===== config.mk =====
export PLATFORM = sky130hd
export DESIGN_NAME = trajectory_result_tx
export DESIGN_NICKNAME = d
export VERILOG_FILES = /design/src/rtl/trajectory_pkg.sv /design/src/rtl/trajectory_sync2.sv /design/src/rtl/trajectory_result_tx.sv
export SDC_FILE = /design/constraint.sdc
export NUM_CORES = 1
export LEC_CHECK = 0
export ABC_AREA = 1
export CORE_MARGIN = 4
export CORE_UTILIZATION = 47
export CTS_BUF_LIST = sky130_fd_sc_hd__clkbuf_16
export CTS_CLUSTER_SIZE = 16
export DETAILED_ROUTE_END_ITERATION = 8
export PLACE_DENSITY = 0.72
export SETUP_SLACK_MARGIN = 0.15
export SYNTH_ARGS = -nofsm -noshare
export SYNTH_HDL_FRONTEND = slang
export SYNTH_SLANG_ARGS = --single-unit

===== constraint.sdc =====
create_clock -name clk -period 3.7 [get_ports clk]
set_input_delay 0.74 -clock clk [delete_from_list [all_inputs] [get_ports clk]]
set_output_delay 0.74 -clock clk [all_outputs]
set_load 0.02 [all_outputs]

===== src/rtl/trajectory_pkg.sv =====
// Shared types and constants for the trajectory result transmitter:
// FSM state encoding, default header bytes, frame length and the
// byte-selection helper used to serialise one captured sample.
package trajectory_pkg;

  typedef enum logic [1:0] {
    ST_IDLE,
    ST_REQ,
    ST_WAIT_HI,
    ST_WAIT_LO
  } tx_state_t;

  localparam logic [7:0] HDR_DATA_DEFAULT = 8'hA5;
  localparam logic [7:0] HDR_LAST_DEFAULT = 8'hAE;

  localparam int         FRAME_BYTES = 6;
  localparam int         IDX_W       = 3;
  localparam logic [IDX_W-1:0] LAST_IDX = IDX_W'(FRAME_BYTES - 1);

  // Byte 'idx' of a frame: header, x hi, x lo, y hi, y lo, checksum.
  // The checksum covers only the four coordinate bytes.
  function automatic logic [7:0] frame_byte(input logic [IDX_W-1:0] idx,
                                            input logic [15:0]      x,
                                            input logic [15:0]      y,
                                            input logic [7:0]       hdr);
    logic [7:0] csum;
    csum = x[15:8] ^ x[7:0] ^ y[15:8] ^ y[7:0];
    case (idx)
      3'd0:    return hdr;
      3'd1:    return x[15:8];
      3'd2:    return x[7:0];
      3'd3:    return y[15:8];
      3'd4:    return y[7:0];
      default: return csum;
    endcase
  endfunction

endpackage


===== src/rtl/trajectory_sync2.sv =====
// Two-flop synchronizer bringing an asynchronous level into the clk domain.
// Both flops reset to 0 so the downstream logic sees "no acknowledge".
module trajectory_sync2 (
  input  logic clk,
  input  logic rst_n,
  input  logic i_d,
  output logic o_q
);

  logic r_meta;
  logic r_sync;

  // Shift the raw level through two flops; only r_sync is used downstream.
  always_ff @(posedge clk or negedge rst_n) begin
    if (!rst_n) begin
      r_meta <= 1'b0;
      r_sync <= 1'b0;
    end else begin
      // NOTE: non-blocking assignments make both flops sample the old values,
      // so this is a true two-stage shift and not a single wire.
      r_meta <= i_d;
      r_sync <= r_meta;
    end
  end

  assign o_q = r_sync;

endmodule


===== src/rtl/trajectory_result_tx.sv =====
// Serialises trajectory samples (x, y, last) into six-byte frames sent to an
// external host over a four-phase req/ack byte handshake. One sample is held
// at a time; the core is stalled via s_ready while a frame is in flight.
module trajectory_result_tx
  import trajectory_pkg::*;
#(
  parameter logic [7:0] HDR_DATA = HDR_DATA_DEFAULT,
  parameter logic [7:0] HDR_LAST = HDR_LAST_DEFAULT
) (
  input  logic        clk,
  input  logic        rst_n,
  input  logic [15:0] s_x,
  input  logic [15:0] s_y,
  input  logic        s_last,
  input  logic        s_valid,
  output logic        s_ready,
  output logic [7:0]  tx_data,
  output logic        tx_valid,
  input  logic        tx_ack,
  output logic [7:0]  frame_cnt,
  output logic        busy
);

  logic             w_ack_s;
  logic [7:0]       w_hdr_in;
  logic [7:0]       w_hdr_cap;
  logic [IDX_W-1:0] w_idx_nxt;
  logic [7:0]       w_next_byte;
  logic             w_last_byte;

  tx_state_t        r_state;
  logic [15:0]      r_x;
  logic [15:0]      r_y;
  logic             r_last;
  logic [IDX_W-1:0] r_idx;
  logic [7:0]       r_tx_data;
  logic             r_tx_valid;
  logic [7:0]       r_frame_cnt;

  // The host acknowledge is asynchronous; never look at tx_ack directly.
  trajectory_sync2 u_ack_sync (
    .clk   (clk),
    .rst_n (rst_n),
    .i_d   (tx_ack),
    .o_q   (w_ack_s)
  );

  // Header for a sample being accepted now, and for the captured sample.
  assign w_hdr_in  = s_last ? HDR_LAST : HDR_DATA;
  assign w_hdr_cap = r_last ? HDR_LAST : HDR_DATA;

  // Next byte of the frame, loaded when the current byte's handshake closes.
  assign w_idx_nxt   = r_idx + 1'b1;
  assign w_next_byte = frame_byte(w_idx_nxt, r_x, r_y, w_hdr_cap);
  assign w_last_byte = (r_idx == LAST_IDX);

  // Handshake FSM with registered tx outputs. The first byte is loaded on the
  // capture edge so tx_valid rises the cycle after the sample is accepted.
  always_ff @(posedge clk or negedge rst_n) begin
    if (!rst_n) begin
      r_state     <= ST_IDLE;
      r_x         <= '0;
      r_y         <= '0;
      r_last      <= 1'b0;
      r_idx       <= '0;
      r_tx_data   <= 8'h00;
      r_tx_valid  <= 1'b0;
      r_frame_cnt <= 8'h00;
    end else begin
      case (r_state)
        ST_IDLE: begin
          if (s_valid) begin
            r_x        <= s_x;
            r_y        <= s_y;
            r_last     <= s_last;
            r_idx      <= '0;
            r_tx_data  <= w_hdr_in;
            r_tx_valid <= 1'b1;
            r_state    <= ST_REQ;
          end
        end

        // Request is already on the pins; give the host one full cycle.
        ST_REQ: begin
          r_state <= ST_WAIT_HI;
        end

        // An ack that is already high on entry closes this phase at once.
        ST_WAIT_HI: begin
          if (w_ack_s) begin
            r_tx_valid <= 1'b0;
            r_state    <= ST_WAIT_LO;
          end
        end

        // Wait for the host to release ack before moving to the next byte.
        ST_WAIT_LO: begin
          if (!w_ack_s) begin
            if (w_last_byte) begin
              r_frame_cnt <= r_frame_cnt + 8'd1;
              r_tx_data   <= 8'h00;
              r_state     <= ST_IDLE;
            end else begin
              r_idx      <= w_idx_nxt;
              r_tx_data  <= w_next_byte;
              r_tx_valid <= 1'b1;
              r_state    <= ST_REQ;
            end
          end
        end

        default: r_state <= ST_IDLE;
      endcase
    end
  end

  assign s_ready   = (r_state == ST_IDLE);
  assign busy      = (r_state != ST_IDLE);
  assign tx_data   = r_tx_data;
  assign tx_valid  = r_tx_valid;
  assign frame_cnt = r_frame_cnt;

endmodule

Word-level counts from Yosys, hierarchy flattened

Index checks and enable logic that the tools add are counted.

Flip-flop bits (word level): 57
Input port bits: 37
Logic and storage cells: 60
Output and inout bits: 19

Reduce and logical (&&, ||, !) cells: 11
Bitwise gates (word level): 4
Add/sub/neg operators: 2
Multiplexer cells: 21
Equal/unequal tests: 12

Operator list:

| kind                | count |
|---|---|
| $pmux 8 s5          | 1 |
| $mux 8              | 3 |
| $xor 8x8->8         | 3 |
| $pmux 8 s2          | 1 |
| $mux 3              | 3 |
| $reduce_and 3->1    | 3 |
| $add 8x1->8 const B | 1 |
| $mux 4              | 2 |
| $pmux 2 s4          | 1 |
| $eq 3x2->1 const B  | 2 |
| $eq 3x3->1 const B  | 2 |
| $mux 2              | 3 |
| $ne 2x2->1 const B  | 3 |
| $pmux 3 s2          | 1 |
| $mux 1              | 5 |
| $reduce_and 5->1    | 1 |
| $eq 2x2->1 const B  | 2 |
| $reduce_and 4->1    | 1 |
| $reduce_bool 2->1   | 2 |
| $add 3x1->3 const B | 1 |
| $eq 3x1->1 const B  | 1 |
| $logic_not 3->1     | 1 |
| $pmux 1 s3          | 1 |
| $reduce_bool 3->1   | 1 |
| 5 further kinds     | 5 |

Depth between registers and ports, before layout

Word-level depth: 7
Gate-level depth with buffers: 12
Gate-level depth less buffers: 12

Modules after synthesis

Synthesis repeated with hierarchy kept, for this count alone.

Cells, all modules: 365
Area total of the unflattened synthesis: 3,225.6 µm²

Modules (own cells, without submodules):

| module               | area an instance (µm²) | seq. area each (µm²) | times used | cells an instance |
|---|---|---|---|---|
| trajectory_result_tx | 3,175.5                | 1,376.3              | 1          | 363 |
| trajectory_sync2     | 50.0                   | 50.0                 | 1          | 2 |

Least setup slack after synthesis

OpenSTA, ideal clock, no wires.

Path type: flip-flop to flip-flop
From: reg r_state[0]
To: reg r_tx_data[1] (netlist: tx_data[1])
Library setup time: 0.077 ns
Slack: 1.871 ns
Period minus slack after synthesis: 1.829 ns
Buffers on the path: 1
Data arrival time: 1.751 ns
Stages on the path, launching flop included: 10
Data required time: 3.623 ns
Cell sequence: dfrtp_1 > inv_1 > ha_1 > inv_1 > o22ai_1 > inv_1 > o21ai_2 > buf_4 > a21oi_1 > a21oi_1

Cells in the longest elaborated chain, start to end: 3
Elaborated cells on any way between the ends: 7
Those cells by class: 3 x eq/ne; 1 x mux; 3 x reduce/logical

Ends and longest elaborated chain:

| item                                                             | line                        | RTL |
|---|---|---|
| start, declared                                                  | trajectory_result_tx.sv:31  | `tx_state_t r_state;` |
| start signal, assigned                                           | trajectory_result_tx.sv:61  | `r_state <= ST_IDLE;` |
| start signal, assigned                                           | trajectory_result_tx.sv:79  | `r_state <= ST_REQ;` |
| start signal, assigned                                           | trajectory_result_tx.sv:85  | `r_state <= ST_WAIT_HI;` |
| $logic_not 2->1 (*)                                              | -                           |  |
| named net s_ready                                                | trajectory_result_tx.sv:16  | `output logic s_ready,` |
| $ne 2x2->1 (no source line) or $reduce_bool 2->1 (tied branches) | -                           |  |
| $reduce_and 3->1 (no source line)                                | -                           |  |
| end signal, assigned                                             | trajectory_result_tx.sv:77  | `r_tx_data <= w_hdr_in;` |
| end signal, assigned                                             | trajectory_result_tx.sv:105 | `r_tx_data <= w_next_byte;` |
| end, declared                                                    | trajectory_result_tx.sv:36  | `logic [7:0] r_tx_data;` |

The timed path passes the listed nets; every way through them passes the cells marked *.
A chain may end at the register's enable or synchronous reset.

Worst setup path after layout

From: reg r_state[0]
To: out busy

Cells in the longest elaborated chain, start to end: 1

Ends and longest elaborated chain:

| item              | line                        | RTL |
|---|---|---|
| $reduce_bool 2->1 | trajectory_result_tx.sv:118 | `assign busy = (r_state != ST_IDLE);` |
| end, declared     | trajectory_result_tx.sv:21  | `output logic busy` |

Every way passes these cells.

==> results_dict.tcl <==
set metrics [dict create \
    status "finished, final reports clean" \
    regArea_um2 1430 \
    final.setup_skew_ns 0.00558 \
    hold_end "u_ack_sync.o_q$_DFF_PN0_" \
    ys_ff_latch 57 \
    p_int_mw 2.17 \
    grt-ovfl-total 0 \
    grt_pass1_vias 2497 \
    ios 56 \
    finalMaxSlewViolations 0 \
    num_rows 29 \
    cts_buffers 9 \
    dieArea_um2 8250 \
    min-delay-start "u_ack_sync.r_meta$_DFF_PN0_" \
    nNetsFinal 472 \
    grt_use_met3_pct 3.67 \
    final_antenna_net_count 0 \
    critPathMaxFanout 5 \
    drc 0 \
    min_path_type "reg -> reg" \
    p_leak_nw 1.99 \
    syn_nets 412 \
    p_sw_mw 1.47 \
    clock_path_buffers 2 \
    syn_area_per_cell_um2 8.83 \
    fill_cells 538 \
    die_h_um 90.8 \
    p_comb_share_pct 47.2 \
    synth_top_area_share_pct 44.2 \
    cts_sinks 57 \
    netlist_area_um2 3220 \
    start_util_pct 49.6 \
    r2r_end "frame_cnt[7]$_DFFE_PN0P_" \
    drive_gt1_share_pct 12.4 \
    ys_async_sr_fraction_pct 100 \
    yosys_most_used_dff "dfrtp_1" \
    r2r-start "r_idx[1]$_DFFE_PN0P_" \
    setup_violations 0 \
    dp_hpwl_um 4920 \
    fin_tns_setup_ns 0 \
    clk_latency_ns 0.32 \
    relSlewSlack_pct 54.5 \
    r2r_setup_slack_ns 1.72 \
    cap_violations 0 \
    clk_pin_slew_ns 0.05 \
    post_cts_buffers 0 \
    grtUsageMet1_pct 21.8 \
    wl_per_cell_um 13.5 \
    period_minus_slack_ns 2.51 \
    grt_util_all_layers_pct 17.4 \
    dr.pass1.iters 4 \
    cts_tree "yes" \
    netSwitchingFraction_pct 40.4 \
    yosysSeqAreaShare_pct 44.2 \
    routed_wl_um 6820 \
    synth_cell_type_count 27 \
    cts-htree-levels 3 \
    drt_iter0_drc 113 \
    rsz0062_at_grt "false" \
    cts-root-buf "clkbuf_16" \
    fmax_mhz 399 \
    cp_data_required_time_ns 2.96 \
    r2r_cells 10 \
    grt.met2_usage_pct 29.0 \
    p_per_area_nw_per_um2 889 \
    vias_per_cell 4.96 \
    worstSetupPathType "reg -> out" \
    ir_drop_mv 0.349 \
    hold_depth 0 \
    antennaDiodeCount 0 \
    min_period_over_period_pct 67.8 \
    worstMarginPinSlew_ns 0.682 \
    netlist_instances 365 \
    p_seq_share_pct 31.6 \
    synth_top_area_cell "dfrtp_1" \
    vias 2511 \
    fp.dieW_um 90.8 \
    area_delta_synth_final_pct 27.2 \
    critPathLaunchType "flip-flop" \
    postCtsResizedCells 0 \
    hold_viol_final 0 \
    final_cell_area_um2 4100 \
    total_power_mw 3.65 \
    cts_hold_buf 0 \
    arrival_ns 1.77 \
    gp_congestion 0.825 \
    core_um2 6490 \
    netlist_top_cells_area "dfrtp_1 (44%), nand2_1 (7.8%), mux2_2 (7.3%)" \
    p_clk_share_pct 21.2 \
    yosys_warnings 0 \
    placed_area_um2 3830 \
    top_usage_layer "met2" \
    multiInputGateArea_um2 1580 \
    synth_edf_count 0 \
    cp-end-kind "output port" \
    portBuffers 55 \
    antenna_found_initial 0 \
    grt_max_degree 47 \
    grt_first_pass_wirelength_um 11600 \
]
==> per-layer routing <==
| layer | share of wire [%] | vias to the layer above |
|---|---|---|
| met3 | 4.1 | 9 |
| met2 | 49 | 52 |
| met1 | 45 | 1166 |
| met5 | 0 | - |
| met4 | 1.5 | 0 |
| li1 | - | 1284 |
==> logic make-up (layout without fill, tap and decap cells) <==
family                   Yosys count  in the layout  share of synthesized area, %
adder cells (fa/ha/maj)           10             10                          3.88
AND/OR/NAND/NOR                  142            142                          20.3
multiplexers                      21             21                          7.33
buffers and inverters             52            116                          6.79
AO/OA/AOI/OAI                     46             46                          7.45
XOR/XNOR                          37             37                          10.1
flip-flops                        57             57                          44.2
==> cells in the final DEF (no fill, tap or decap), types with 2 or more instances in the layout <==
cell type / Yosys / routed
nand3_2: 3 / 3
nand3_1: 22 / 22
a21oi_1: 34 / 34
buf_4: 1 / 2
clkinv_1: 0 / 4
nor2_1: 36 / 36
o21ai_0: 8 / 8
nand2_1: 67 / 67
dfrtp_1: 57 / 57
inv_1: 43 / 43
clkdlybuf4s50_1: 0 / 54
mux2_2: 21 / 21
nand2_2: 3 / 3
nand2_4: 3 / 3
xnor2_1: 20 / 20
ha_1: 10 / 10
clkbuf_16: 0 / 9
nor2_4: 4 / 4
xor2_1: 17 / 17
o22ai_1: 2 / 2
==> area by class of cell <==
cell class | instances | area share [%]
Clock buffer | 9 | 5.49
Clock inverter | 6 | 1.22
Inverter | 44 | 4.03
Multi-Input combinational cell | 256 | 38.5
Sequential cell | 57 | 34.8
Tap cell | 77 | 2.35
Timing Repair Buffer | 57 | 13.7
==> cells in the mapped netlist, types with 4 or more instances <==
cell / count
a21oi_1: 34
o21ai_0: 8
inv_1: 43
xnor2_1: 20
buf_2: 4
dfrtp_1: 57
mux2_2: 21
nor2_4: 4
xor2_1: 17
nand2_1: 67
ha_1: 10
nand3_1: 22
nor2_1: 36
==> worst max-delay path: stages, from the launching register on <==
cell and delay, ns:
dfrtp_1 0.38, inv_1 0.09, ha_1 0.27, inv_1 0.10, clkdlybuf4s50_1 0.61
==> state kept, by name, summed over array words and instances (netlist names) <==
name and flops:
tx_valid 1, r_x 16, u_ack_sync.o_q 1, r_last 1, r_state 2, r_idx 3
r_y 16, u_ack_sync.r_meta 1, tx_data 8, frame_cnt 8
==> per-stage QoR <==
stage               util, %  std cells  hold WS, ns  worst slack (ns)
finish                 63.2        506        0.351              1.19
global placement       58.9        491        0.332              1.52
global route           63.2        506        0.353              1.09
floorplan                 -        365        0.331              1.87
CTS                    63.2        506        0.347              1.18
detailed placement     58.9        491        0.336              1.48
==> worst max-delay path by stage <==
stage,startpoint,endpoint,slack [ns],cells after the start
floorplan,r_state[0]$_DFFE_PN0P_,tx_data[1]$_DFFE_PN0P_,1.87,9
global placement,s_valid,r_y[11]$_DFFE_PN0P_,1.52,4
detailed placement,s_valid,r_x[3]$_DFFE_PN0P_,1.48,4
CTS,r_state[0]$_DFFE_PN0P_,busy,1.18,4
global route,r_state[0]$_DFFE_PN0P_,busy,1.09,4
finish,r_state[0]$_DFFE_PN0P_,busy,1.19,4
==> power by group through the flow <==
stage | Clock [mW] | Combinational [mW] | Sequential (mW)
floorplan | 0 | 1.29 | 1.16
global placement | 0 | 1.68 | 1.15
detailed placement | 0 | 1.73 | 1.16
CTS | 0.788 | 1.74 | 1.16
global route | 0.809 | 1.94 | 1.19
finish | 0.772 | 1.72 | 1.15
Note: power is estimated with default switching activity, not from simulation.
==> RTL edit 1, RTL diff (same settings) <==
Make the reset (`rst_n`) synchronous in 2 clocked blocks. Comments in the files are not updated.
--- a/src/rtl/trajectory_sync2.sv
+++ b/src/rtl/trajectory_sync2.sv
@@ -11,7 +11,7 @@
   logic r_sync;
 
   // Shift the raw level through two flops; only r_sync is used downstream.
-  always_ff @(posedge clk or negedge rst_n) begin
+  always_ff @(posedge clk) begin
     if (!rst_n) begin
       r_meta <= 1'b0;
       r_sync <= 1'b0;
--- a/src/rtl/trajectory_result_tx.sv
+++ b/src/rtl/trajectory_result_tx.sv
@@ -56,7 +56,7 @@
 
   // Handshake FSM with registered tx outputs. The first byte is loaded on the
   // capture edge so tx_valid rises the cycle after the sample is accepted.
-  always_ff @(posedge clk or negedge rst_n) begin
+  always_ff @(posedge clk) begin
     if (!rst_n) begin
       r_state     <= ST_IDLE;
       r_x         <= '0;
Function: differs if rst_n is asserted again (counterexample within 4 cycles, from zero or initial values and one cycle with rst_n low); with rst_n held inactive, the same outputs for 10 cycles.
==> RTL edit 1 against the original RTL <==
- die area decreased by 3.5%
- sequential cell count unchanged
- sequential power down 21%
- clock power decreased by 8.7%
- routed wire length increased by 9.4%
- core utilization shrank 1.7 points
- area after synthesis shrank 3.8%
- clock skew is 0.00089 ns lower
- power down 31%
- final cell count increased by 16%
- global-route usage increased by 2.3 points
- worst setup slack worse by 0.044 ns
- design area is 4.3% lower
- largest power group is now sequential cells
==> RTL edit 1: results (changes against the original RTL) <==
metric;value;unit;change
largest net degree at the start of global routing;31;;-34%
syn_area_per_cell;6.83;um2;-23%
mux cell area share after synthesis;0;%;-7.3 points
DRT met1 WL;3200;um;+4.2%
Vias/cell;5.09;;+2.5%
WHS;0.445;ns;+0.0941 ns
drt total wl;7460;um;+9.4%
Psw;0.000933;W;-37%
clk_skew;0.00469;ns;-0.000894 ns
Worst Hold Depth;2;;+2
Hold EP;u_ack_sync.o_q;;
syn_nets;501;;+22%
fillers;580;;+7.8%
hold_sp;u_ack_sync.r_meta;;
grt met2 use;34.2;%;+5.2 points
RR Endpoint;tx_data[2];;
GPL Wtd Cong;0.836;;+1.2%
compound-gate portion of the synthesized area;13.8;%;+6.4 points
ys flop type;dfxtp_1;;
WP data arrival;1.81;ns;+0.04 ns
Synth Area in Adders;4.03;%;+0.15 points
status;finished, final reports clean;;
Logic power comb;0.000900;W;-48%
GR Layer Usage met3;4.52;%;+0.85 points
vias in the first global route;2785;;+12%
## RTL edit 1: area by class of cell
type,instances,area share [%]
repair buffers,57,14.4
multi-input cells,344,44.3
clock inverters,6,0.701
clock buffers,9,5.74
well taps,77,2.45
flip-flops and latches,57,29.1
inverters,35,3.35
## RTL edit 1: worst max-delay path by stage
stage	end	depth (start not counted)	slack, ns
floorplan	tx_data[2]	9	1.93
global placement	frame_cnt[3]	3	1.34
detailed placement	frame_cnt[2]	3	1.23
finish	busy	4	1.15
global route	busy	4	1.08
CTS	busy	4	1.15
## RTL edit 1: worst max-delay path, delay by kind of cell, from the launching register on
family,cells,cell delay (ns)
adder cells (fa/ha/maj),1,0.26
buffers and inverters,3,0.83
flip-flops,1,0.40
## RTL edit 1: cells by family after synthesis
logic type	Yosys count
flip-flops	57
buffers and inverters	53
XOR/XNOR	33
adder cells (fa/ha/maj)	10
AO/OA/AOI/OAI	84
AND/OR/NAND/NOR	217
==> RTL edit 2, RTL diff (same settings) <==
Made on the original files. `IDX_W`: 3 -> 2.
--- a/src/rtl/trajectory_pkg.sv
+++ b/src/rtl/trajectory_pkg.sv
@@ -14,7 +14,7 @@
   localparam logic [7:0] HDR_LAST_DEFAULT = 8'hAE;
 
   localparam int         FRAME_BYTES = 6;
-  localparam int         IDX_W       = 3;
+  localparam int         IDX_W       = 2;
   localparam logic [IDX_W-1:0] LAST_IDX = IDX_W'(FRAME_BYTES - 1);
 
   // Byte 'idx' of a frame: header, x hi, x lo, y hi, y lo, checksum.
Function: changed (Yosys sat finds a counterexample within 10 cycles, from zero or initial values and one cycle with rst_n low).
==> RTL edit 2 against the original RTL <==
- core utilization down 0.19 points
- first-iteration DRC count shrank 39%
- synthesized cell count down 36%
- power down 35%
- routed wire length down 33%
- sequential cell count shrank 9
- worst setup slack lost 0.049 ns
- area after synthesis decreased by 28%
- design area decreased by 27%
==> RTL edit 2: results (changes against the original RTL) <==
metric;value;unit;change
status;finished, final reports clean;;
drt total wl;4550;um;-33%
Synth cell types;23;;-15%
syn_nets;281;;-32%
hold crit path type;reg2reg;;
GRT Util Overall;16.2;%;-1.2 points
vias;1681;;-33%
layout cell share with drive strength beyond 1;16.6;%;+4.3 points
post-DP HPWL;3220;um;-34%
first-pass GRT wire length;7700;um;-33%
root buffer cell;clkbuf_16;;
Worst-Skew Late Latency;0.29;ns;-0.03 ns
dominant cells by area after synthesis;dfrtp_1, mux2_2, nand2_1;;
pre-CTS setup slack;1.45;ns;-0.0385 ns
Top delay family on crit path;buffers and inverters;;
Port Buffers;47;;-15%
clk_skew;0.00621;ns;+0.000634 ns
n_diodes;0;;unchanged
Pleak;1.41;nW;-29%
largest net degree at the start of global routing;49;;+4.3%
GPL Wtd Cong;0.798;;-3.3%
Largest Register;r_x;;
worst-path maximum fanout;5;;unchanged
Num CTS Buffers;5;;-4
drt initial violations;69;;-39%
CP max stage delay;0.61;ns;about the same
worst vdd ir;0.321;mV;-8.0%
WP data arrival;1.82;ns;+0.05 ns
worst-margin pin slew;1.01;ns;+0.332 ns
fillers;415;;-23%
initial antenna violation count;0;;unchanged
htree depth;2;;-1
sequential cell area fraction in the yosys report;51.6;%;+7.4 points
Synth top cells by count;nand2_1, dfrtp_1, mux2_2;;
fin nets;329;;-30%
[RTL edit 2: worst paths after layout]
kind | startpoint | to | slack, ns | depth (start not counted)
setup / recovery | r_state[0] | busy | 1.14 | 4
hold reg to reg | u_ack_sync.r_meta | u_ack_sync.o_q | 0.35 | 0
min in group asynchronous | rst_n | r_x[5] | 0.63 | 1
max in group asynchronous | rst_n | tx_data[4] | 2.44 | 1
hold / removal | u_ack_sync.r_meta | u_ack_sync.o_q | 0.35 | 0
setup reg to reg | r_state[0] | r_x[15] | 1.91 | 4
[RTL edit 2: per-stage QoR]
step	utilization, %	instances	instance area [um2]	total power (W)
after detailed placement	59.4	342	2830	0.00186
after global routing	63.0	350	2990	0.00254
after floorplan	-	234	2330	0.00157
after global placement	59.4	342	2830	0.00184
after CTS	63.0	350	2990	0.00238
final	63.0	350	2990	0.00235
[RTL edit 2: layout make-up]
cell class / instances / area (um2) / share of cell area [%]
flip-flops and latches: 48 / 1200 / 40.1
multi-input cells: 159 / 997 / 33.3
repair buffers: 47 / 465 / 15.5
clock buffers: 5 / 125 / 4.18
well taps: 67 / 83.8 / 2.80
inverters: 21 / 78.8 / 2.63
clock inverters: 3 / 42.5 / 1.42
[RTL edit 2: layer usage]
layer	global-route usage, %	vias to the layer above	wire length, um
met5	0	-	0
met2	26.8	31	2260
met3	4.01	7	190
met4	6.47	0	70
met1	20.3	786	2030
li1	-	857	-
[RTL edit 2: logic make-up after synthesis]
kind of cell | share of synthesized area [%]
xor+xnor | 1.51
simple gates | 20.7
mux | 12.1
compound gates | 3.17
fa+ha+maj | 5.38
flops | 51.6
buf+inv | 5.49
[RTL edit 2: report_power, final]
part           internal, W  switching, W
clock             0.000317      0.000182
sequential        0.000746      0.000129
combinational     0.000455      0.000524
total              0.00152      0.000836
